[src/rtl/shift_ctrl.sv]
// Button-driven sequencer: synchronises/debounces three buttons and steers a shared right-rotator.
// Optional auto-repeat of held shift buttons is built when SHIFT_CTRL_AUTO_REPEAT_EN is defined.
module shift_ctrl #(
  parameter int WIDTH           = 8,
  parameter int AMT_BITS        = 3,
  parameter int DEBOUNCE_CYCLES = 1000000,
  parameter int REPEAT_CYCLES   = 25000000
) (
  input  logic                mclk,
  input  logic                reset,
  input  logic [2:0]          btn,
  input  logic [WIDTH-1:0]    sw,
  output logic [WIDTH-1:0]    rot_num,
  output logic [AMT_BITS-1:0] rot_amt,
  input  logic [WIDTH-1:0]    rot_result,
  output logic [WIDTH-1:0]    shift_reg,
  output logic [7:0]          op_count,
  output logic                busy,
  output logic                step
);

  localparam int DB_W = (DEBOUNCE_CYCLES > 2) ? $clog2(DEBOUNCE_CYCLES) : 1;

  typedef enum logic [1:0] {IDLE, EXEC, WAIT_REL} state_t;
  typedef enum logic [1:0] {CMD_NONE, CMD_LOAD, CMD_LEFT, CMD_RIGHT} cmd_t;

  logic [2:0]      sync1, sync2, deb, press;
  logic [DB_W-1:0] db_cnt [3];
  state_t          state_q, state_d;
  cmd_t            cmd_q, cmd_d, arb_cmd;
  logic            repeat_fire;

  // press is registered on the same edge deb rises, so it lines up with the new level
  always_ff @(posedge mclk) begin
    if (reset) begin
      sync1 <= '0;
      sync2 <= '0;
      deb   <= '0;
      press <= '0;
      for (int i = 0; i < 3; i++) db_cnt[i] <= '0;
    end else begin
      sync1 <= btn;
      sync2 <= sync1;
      press <= '0;
      for (int i = 0; i < 3; i++) begin
        if (sync2[i] == deb[i]) begin
          db_cnt[i] <= '0;
        end else if (db_cnt[i] == DB_W'(DEBOUNCE_CYCLES - 1)) begin
          deb[i]    <= sync2[i];
          press[i]  <= sync2[i];
          db_cnt[i] <= '0;
        end else begin
          db_cnt[i] <= db_cnt[i] + DB_W'(1);
        end
      end
    end
  end

  always_comb begin
    arb_cmd = CMD_NONE;
    if (press[2])      arb_cmd = CMD_LOAD;
    else if (press[1]) arb_cmd = CMD_LEFT;
    else if (press[0]) arb_cmd = CMD_RIGHT;
  end

`ifdef SHIFT_CTRL_AUTO_REPEAT_EN
  localparam int RP_W = (REPEAT_CYCLES > 2) ? $clog2(REPEAT_CYCLES) : 1;
  logic [RP_W-1:0] rep_cnt;
  logic            rep_held;

  assign rep_held    = ((cmd_q == CMD_LEFT) && deb[1]) || ((cmd_q == CMD_RIGHT) && deb[0]);
  assign repeat_fire = (state_q == WAIT_REL) && rep_held && (rep_cnt == RP_W'(REPEAT_CYCLES - 1));

  // Counter sits at zero outside WAIT_REL, so each WAIT_REL entry starts a fresh hold interval
  always_ff @(posedge mclk) begin
    if (reset || (state_q != WAIT_REL) || !rep_held || repeat_fire) rep_cnt <= '0;
    else                                                             rep_cnt <= rep_cnt + RP_W'(1);
  end
`else
  assign repeat_fire = 1'b0;
`endif

  always_comb begin
    state_d = state_q;
    cmd_d   = cmd_q;
    step    = 1'b0;
    case (state_q)
      IDLE: begin
        if (|press) begin
          cmd_d   = arb_cmd;
          state_d = EXEC;
        end
      end
      EXEC: begin
        step    = 1'b1;
        state_d = WAIT_REL;
      end
      WAIT_REL: begin
        if (deb == 3'b000) begin
          cmd_d   = CMD_NONE;
          state_d = IDLE;
        end else if (repeat_fire) begin
          state_d = EXEC;
        end
      end
      default: begin
        cmd_d   = CMD_NONE;
        state_d = IDLE;
      end
    endcase
  end

  always_ff @(posedge mclk) begin
    if (reset) begin
      state_q   <= IDLE;
      cmd_q     <= CMD_NONE;
      shift_reg <= '0;
      op_count  <= '0;
    end else begin
      state_q <= state_d;
      cmd_q   <= cmd_d;
      if (step) begin
        shift_reg <= (cmd_q == CMD_LOAD) ? sw : rot_result;
        op_count  <= op_count + 8'd1;
      end
    end
  end

  // Left-by-2 reuses the right rotator as a rotate by WIDTH-2
  always_comb begin
    rot_amt = '0;
    case (cmd_q)
      CMD_RIGHT: rot_amt = AMT_BITS'(1);
      CMD_LEFT:  rot_amt = AMT_BITS'(WIDTH - 2);
      default:   rot_amt = '0;
    endcase
  end

  assign rot_num = shift_reg;
  assign busy    = (state_q != IDLE);

endmodule
[config.mk]
export PLATFORM = sky130hd
export DESIGN_NAME = shift_ctrl
export DESIGN_NICKNAME = d
export VERILOG_FILES = /design/src/rtl/shift_ctrl.sv
export SDC_FILE = /design/constraint.sdc
export NUM_CORES = 1
export LEC_CHECK = 0
export BUFFER_PORTS_ARGS = -buffer_cell sky130_fd_sc_hd__buf_2
export CAP_MARGIN = 20
export CORE_MARGIN = 10
export CORE_UTILIZATION = 55
export CTS_BUF_LIST = sky130_fd_sc_hd__clkbuf_2
export DETAILED_ROUTE_END_ITERATION = 10
export GPL_TIMING_DRIVEN = 0
export PLACE_DENSITY = 0.78
export SLEW_MARGIN = 20
export SYNTH_ARGS = -nofsm -noshare
export SYNTH_HDL_FRONTEND = slang
export SYNTH_SLANG_ARGS = --single-unit
[constraint.sdc]
create_clock -name mclk -period 2.7 [get_ports mclk]
set_input_delay 0.135 -clock mclk [delete_from_list [all_inputs] [get_ports mclk]]
set_output_delay 0.135 -clock mclk [all_outputs]
set_load 0.01 [all_outputs]
Word-level counts from Yosys, hierarchy flattened --
Memory sizes are Yosys's and may differ from the RTL's. Cells that the tools add are included.
Storage, ports and cells: register bits 32, latch bits 0, memory bits (writable) 60, input bits 21, memories 1, ROM bits 0, logic and storage cells 113, output and inout bits 29
Operators by class: bitwise gates (word level) 16, $lt $le $gt $ge 0, $mul 0, muxes and demuxes 55, shifts and indexed selects 0, eq/ne operators 13, add/subtract/negate cells 4, reduce and logical (&&, ||, !) cells 12, divide/modulo/power cells 0
Memories:
- db_cnt | depth 3, width 20, read ports 3, clocked after memory_dff 0, wr ports 3, line 28 | logic [DB_W-1:0] db_cnt [3];
Operators by type and width (number):
- 20-bit 2-to-1 mux | 9
- 20-bit by 1-bit adder with 20-bit output (second input constant) | 3
- 20-bit equality test (second input constant) | 3
- 1-bit 2-to-1 mux | 36
- 2-bit 2-to-1 mux | 6
- 2-bit case mux with 3 select lines | 2
- 3-bit OR reduction | 4
- 1-bit OR | 9
- 8-bit by 1-bit adder with 8-bit output (second input constant) | 1
- 8-bit 2-to-1 mux | 1
- 2-bit AND reduction | 4
- 1-bit inverter | 7
- 2-bit equality test (second input constant) | 3
- 3-bit case mux with 2 select lines | 1
- 2-bit by 1-bit equality test with 1-bit output (second input constant) | 2
- 2-bit inequality test (second input constant) | 2
- 1-bit equality test | 3
- 3-bit logical NOT | 1
- 3-bit AND reduction | 1
- 2-bit logical NOT | 1
- 2-bit nonzero test | 1

Longest topological paths before layout --
Gate-level depths: netlist (run 1). An unclocked memory read counts as a cell.
word-level depth 8, depth in mapped cells 6, gate-level depth less buffers 5

Worst setup path before layout (run 1) --
OpenSTA, ideal clock, no wires.
path kind flip-flop to flip-flop, from mem db_cnt[2][12] (netlist name), to mem db_cnt[2][7] (netlist name), data pin, setup slack 0.536 ns, required time 2.446 ns, cell stages (with the launch flop) 6, arrival 1.909 ns, library setup time 0.254 ns, period minus slack after synthesis 2.164 ns, buffers on the path 1, path through edfxtp_1 or4b_1 or4_4 o21ai_4 buf_6 nor2_1
RTL lines (line):
- from (decl) | 28

==> results of run 1 <==
## worst min path at each step
stage | slack, ns | from | depth (start not counted) | end
2_1_floorplan | 0.26 | btn[0] | 1 | sync1[0]$_SDFF_PP0_
3_3_place_gp | 0.37 | btn[1] | 2 | sync1[1]$_SDFF_PP0_
3_5_place_dp | 0.38 | btn[1] | 2 | sync1[1]$_SDFF_PP0_
4_1_cts | 0.31 | btn[1] | 3 | sync1[1]$_SDFF_PP0_
5_1_grt | 0.35 | btn[1] | 3 | sync1[1]$_SDFF_PP0_
6_report | 0.35 | btn[1] | 3 | sync1[1]$_SDFF_PP0_
## sequential cells by signal, summed over array words and instances (netlist names)
register / count
state_q: 2
sync2: 3
deb: 3
sync1: 3
op_count: 8
cmd_q: 2
rot_num: 8
db_cnt: 60
press: 3
## routing by layer
| metal | global-route usage | wire length, µm | share of wire |
|---|---|---|---|
| met1 | 0.186 | 4330 | 0.44 |
| met2 | 0.272 | 4960 | 0.51 |
| met3 | 0.0245 | 302 | 0.031 |
| met4 | 0.0668 | 201 | 0.021 |
| met5 | 0 | 0 | 0 |
## final cells by class
class	instances	area share
tap	105	0.0233
clock inverter	7	0.0144
sequential	92	0.434
buffer	22	0.0233
timing repair buffer	69	0.0800
clock buffer	9	0.00800
inverter	13	0.00866
multi-input combinational	394	0.409
## cell families after synthesis
group / Yosys count
flip-flops: 92
adder cells (fa/ha/maj): 4
AO/OA/AOI/OAI: 50
multiplexers: 9
XOR/XNOR: 51
buffers and inverters: 35
AND/OR/NAND/NOR: 220
other: 1
## report_power, final
part           switching [mW]  leakage (nW)  internal [mW]
Combinational          0.0730          1.11         0.0705
Sequential             0.0470         0.878           1.54
Clock                   0.510        0.0792          0.232
Total                   0.630          2.07           1.85
## synth_stat cells, types with 2 or more instances
cell type,number,share of area
buf_4,9,0.014
or4_1,7,0.011
or4_4,2,0.0048
xnor2_1,35,0.065
nor4b_1,2,0.0037
o21ai_0,8,0.0085
xor2_1,16,0.030
or4b_1,4,0.0085
inv_1,13,0.010
dfxtp_1,32,0.14
a21oi_1,18,0.019
nor3_1,10,0.011
o21ai_4,2,0.0069
nand4b_1,2,0.0037
nand4_1,18,0.024
or3b_2,2,0.0037
nor2_1,74,0.059
or2_2,3,0.0040
a21o_1,2,0.0032
nor2b_1,11,0.015
mux2i_1,9,0.019
nand3_1,25,0.027
nor4_1,15,0.020
o31ai_1,6,0.0096
clkbuf_1,11,0.0088
and3_1,9,0.012
nand2_1,20,0.016
edfxtp_1,60,0.38
or3_1,10,0.013
and4_1,2,0.0037
ha_1,4,0.011
a211oi_1,11,0.018
buf_6,2,0.0048
## tightest hold or removal path, delay by kind of cell
family	cells	cell delay, ns
buf+inv	2	0.64
simple gates	1	0.11
## what timing repair did
item / 4_1_cts / 5_1_grt
hold buffers: 21 / 0
gates resized for setup: 0 / 1
hold endpoints to repair: 12 / 0
setup endpoints to repair: 0 / 10
==> run metrics, run 1 <==
syn_area_per_cell=10.2 µm²; first-pass GRT wire length=17100 µm; Final Skew=0.0374 ns; post-synthesis mux area share=0.0192; Total Power=2.48 mW; # DRC=0; fraction of layout cells with a size suffix above 1=0.140; CP delay by family, top=simple AND/OR/NAND/NOR gates; synth-to-layout area growth=19.9%; Achievable Freq=0.419 GHz; Initial Util=0.569; Worst Path Buf+Inv=1; Total GRT Usage=0.156; clk buf depth=2; commonest non-fill, non-tap cells in the layout=nor2_1, edfxtp_1, conb_1; final hold viol count=0; Worst Setup SP=db_cnt[0][8]$_SDFFCE_PN0P_; drt pass-1 iters=4; WL per Instance=13.8 µm; commonest non-fill, non-tap cell in the layout=nor2_1; die height=112 µm; antenna viol nets, final=0; Seq cells post-synth=92; Power Dens Cells=440 mW/mm²; crit end category=flop; Pleak=2.07 nW; Max Cap Violations=0; post-synth cell types=41; Synth Area in Compound Gates=0.0700; Synth Area in XOR/XNOR=0.0951; Startpoint Class=flop; RSZ-0062 raised after global routing=false; Slew HR=0.603; Seq/Total Area, Yosys=0.520; Final nets=626; R2R Setup Slk=0.31 ns; FF-to-FF End=db_cnt[0][10]$_SDFFCE_PN0P_; htree depth=3; Adder-Cell Fraction of Synth Area=0.0107; row cnt=33; CTS root buf=clkbuf_2; final wirelength=9790 µm; initial antenna violation count=0; Synth Warn #=0; vias per cell=5.32; # clock sinks=92; pre-CTS setup slack=0.0864 ns; maximum fanout along the worst path=10; Post-synth EDFFs=60; Final period util=0.885; Synth Area in Simple Gates=0.246; Placed Area=0.00529 mm²; vias=3782; count of non-filler cells in the finished layout=711; Main synth FF type=edfxtp_1; hpwl dp=7120 µm; slowest stage delay, CP=0.54 ns; Least-Margin Pin Slew=0.596 ns; critical path depth=5; HP Class=in -> reg; R2R cell count=5; dpl cells=674; Critical Path AT=2.72 ns; Fin Setup TNS=0 ns; Async SR Flop Fraction=0; largest family of logic cells by synthesized area=simple AND/OR/NAND/NOR gates; Post-CTS Setup Bufs=0; Core ar.=0.00826 mm²; R2R Path Start=db_cnt[0][8]$_SDFFCE_PN0P_; Worst path slowest cell=edfxtp_1; vias in the first global route=3780; Reg clk slew, reported paths=0.26 ns; Multi-input gate area=0.00230 mm²; routability cong.=0.892; post-route cell area=0.00563 mm²; Slew Limit Fails=0; Mapped Area=0.00470 mm²; fillers=645; worst-path cell chain=nor4bb_1, nand4b_1, o21ai_2, clkbuf_1, nor2_1; DIE AREA=0.0126 mm²; crit path to=db_cnt[0][10]$_SDFFCE_PN0P_; total grt overflow=0; Clock Latency Late Sink=0.57 ns; diodes inserted=0; worst path required time=3.03 ns; # IOs=50; CTS buffer count=9; Period minus WS final=2.39 ns; pin count of the biggest net entering global routing=18; WHS=0.353 ns; port buffer count=48; Syn Inst Count=462; WS Path Type=reg -> reg; final setup margin=0.311 ns; CTS tree=built; Final setup viols=0; DR iter-0 viols=204; maximum VDD drop=0.260 mV; status=completed; Die Wd=112 µm; utilization after layout=0.682; register area=0.00244 mm²
Power figures use the tool's default switching activity.
==> run 2: changes to the inputs <==
Clock period 2.7 ns to 2.2 ns, I/O delays scaled along.
==> run metrics, run 2 (synthesized netlist as in run 1, its figures left out) <==
pre-CTS setup slack=-0.414 ns (was 0.0864 ns); Total Power=3.07 mW (was 2.48 mW); WS Path Type=reg -> reg (unchanged); hpwl dp=7120 µm (unchanged); Slew Limit Fails=0 (unchanged); dpl cells=674 (unchanged); R2R cell count=5 (unchanged); worst path required time=2.54 ns (was 3.03 ns); RSZ-0062 raised after global routing=true (was false); total grt overflow=0 (unchanged); maximum fanout along the worst path=6 (was 10); final setup margin=-0.00154 ns (was 0.311 ns); diodes inserted=0 (unchanged); P_int=2.29 mW (was 1.85 mW); crit path to=db_cnt[2][11]$_SDFFCE_PN0P_ (was db_cnt[0][10]$_SDFFCE_PN0P_); clock power share=0.295 (was 0.300); initial antenna violation count=0 (unchanged); drt pass-1 iters=5 (was 4); Achievable Freq=0.454 GHz (was 0.419 GHz); post-route cell area=0.00597 mm² (was 0.00563 mm²); # clock sinks=92 (unchanged); synth-to-layout area growth=27.0% (was 19.9%); Total GRT Usage=0.158 (was 0.156); commonest non-fill, non-tap cell in the layout=nor2_1 (unchanged); max reg flops=60 (unchanged); HP Class=in -> reg (unchanged); antenna viol nets, final=0 (unchanged); CTS root buf=clkbuf_2 (unchanged); vias=3952 (was 3782); # IOs=50 (unchanged); fillers=596 (was 645); port buffer count=48 (unchanged); status=finished with violations (was completed); vias per cell=5.33 (was 5.32); Pleak=2.24 nW (was 2.07 nW); Reg clk slew, reported paths=0.26 ns (about the same); NetSw=0.783 mW (was 0.630 mW); Final nets=656 (was 626); Worst Setup SP=db_cnt[2][6]$_SDFFCE_PN0P_ (was db_cnt[0][8]$_SDFFCE_PN0P_); FF-to-FF End=db_cnt[2][11]$_SDFFCE_PN0P_ (was db_cnt[0][10]$_SDFFCE_PN0P_); commonest non-fill, non-tap cells in the layout=nor2_1, edfxtp_1, conb_1 (unchanged); # DRC=0 (unchanged); Initial Util=0.569 (unchanged); DR iter-0 viols=227 (was 204); R2R Setup Slk=-0.002 ns (was 0.31 ns); maximum VDD drop=0.317 mV (was 0.260 mV); Startpoint Class=flop (unchanged); Final period util=1.00 (was 0.885); clk buf depth=2 (unchanged); Reg power frac=0.634 (was 0.642); failing checks=setup timing; Critical Path AT=2.55 ns (was 2.72 ns); count of non-filler cells in the finished layout=741 (was 711); routability cong.=0.892 (unchanged); htree depth=3 (unchanged); row cnt=33 (unchanged); final wirelength=10400 µm (was 9790 µm); die height=112 µm (unchanged); Combinational Power Share=0.071 (was 0.058); Die Wd=112 µm (unchanged); Switching Fraction=0.255 (was 0.254); utilization after layout=0.723 (was 0.682); vias in the first global route=3830 (was 3780); first-pass GRT wire length=17300 µm (was 17100 µm); final hold viol count=0 (unchanged); WL per Instance=14.1 µm (was 13.8 µm); largest register by flop count=db_cnt (unchanged); CTS buffer count=9 (unchanged); Core ar.=0.00826 mm² (unchanged); Period minus WS final=2.20 ns (was 2.39 ns); DIE AREA=0.0126 mm² (unchanged); pin count of the biggest net entering global routing=18 (unchanged); R2R Path Start=db_cnt[2][6]$_SDFFCE_PN0P_ (was db_cnt[0][8]$_SDFFCE_PN0P_); Placed Area=0.00529 mm² (unchanged); Final Skew=0.0410 ns (was 0.0374 ns); CTS tree=built (unchanged); Power Dens Cells=515 mW/mm² (was 440 mW/mm²); crit end category=flop (unchanged); Max Cap Violations=0 (unchanged); fraction of layout cells with a size suffix above 1=0.215 (was 0.140); Final setup viols=2 (was 0); Clock Latency Late Sink=0.57 ns (about the same)
-- run 2: cell types whose count changed in the layout (fill, tap and decap cells not counted), sizes merged --
cell    previous run  this run
clkbuf            20        19
buf               59        90
-- run 2: power groups by stage --
| stage | registers, mW | clock network [mW] | logic (mW) |
|---|---|---|---|
| after CTS | 1.95 | 0.938 | 0.187 |
| after floorplan | 1.97 | 0 | 0.104 |
| after global placement | 1.98 | 0 | 0.137 |
| after global routing | 1.96 | 0.993 | 0.242 |
| after detailed placement | 1.99 | 0 | 0.142 |
| final | 1.95 | 0.907 | 0.219 |
-- run 2: what timing repair did --
action	CTS	global route
gates resized for setup	6	28
setup endpoints to repair	49	54
pin swaps	2	10
hold endpoints to repair	12	0
gates cloned	0	2
buffers inserted	10	19
hold buffers	21	0
-- run 2: metal layers --
layer  share of wire  global-route usage  vias up  wire length (µm)
li1                -                   -     1964                 -
met1            0.42               0.187     1864              4360
met2            0.52               0.279       96              5420
met3           0.037              0.0240       28               391
met4           0.025              0.0677        0               258
met5               0                   0        -                 0
-- run 2: area by class of cell --
cell class                 count  area (µm²)  area share
inverter                      13        48.8     0.00818
timing repair buffer         100         698       0.117
clock inverter                 7        81.3      0.0136
multi-input combinational    394        2390       0.400
sequential                    92        2440       0.409
clock buffer                   9        45.0     0.00755
tap                          105         131      0.0220
buffer                        21         131      0.0220
-- run 2: worst min path at each step --
stage / from / cells past startpoint / to
floorplan: btn[0] / 1 / sync1[0]$_SDFF_PP0_
global placement: btn[1] / 2 / sync1[1]$_SDFF_PP0_
detailed placement: btn[1] / 2 / sync1[1]$_SDFF_PP0_
CTS: btn[1] / 3 / sync1[1]$_SDFF_PP0_
global route: btn[1] / 3 / sync1[1]$_SDFF_PP0_
finish: btn[1] / 3 / sync1[1]$_SDFF_PP0_
-- run 2: stage by stage --
step	TNS, ns	hold slack [ns]
floorplan	0	0.238
global placement	-5.34	0.348
detailed placement	-7.14	0.356
CTS	0	0.289
global route	-1.16	0.323
finish	-0.00219	0.335
-- run 2: critical path: stages (launching register included) --
cell      delay (ns)
edfxtp_1        0.51
or4b_4          0.51
or4_4           0.51
o21ai_4         0.24
buf_6           0.18
nor2_2          0.05
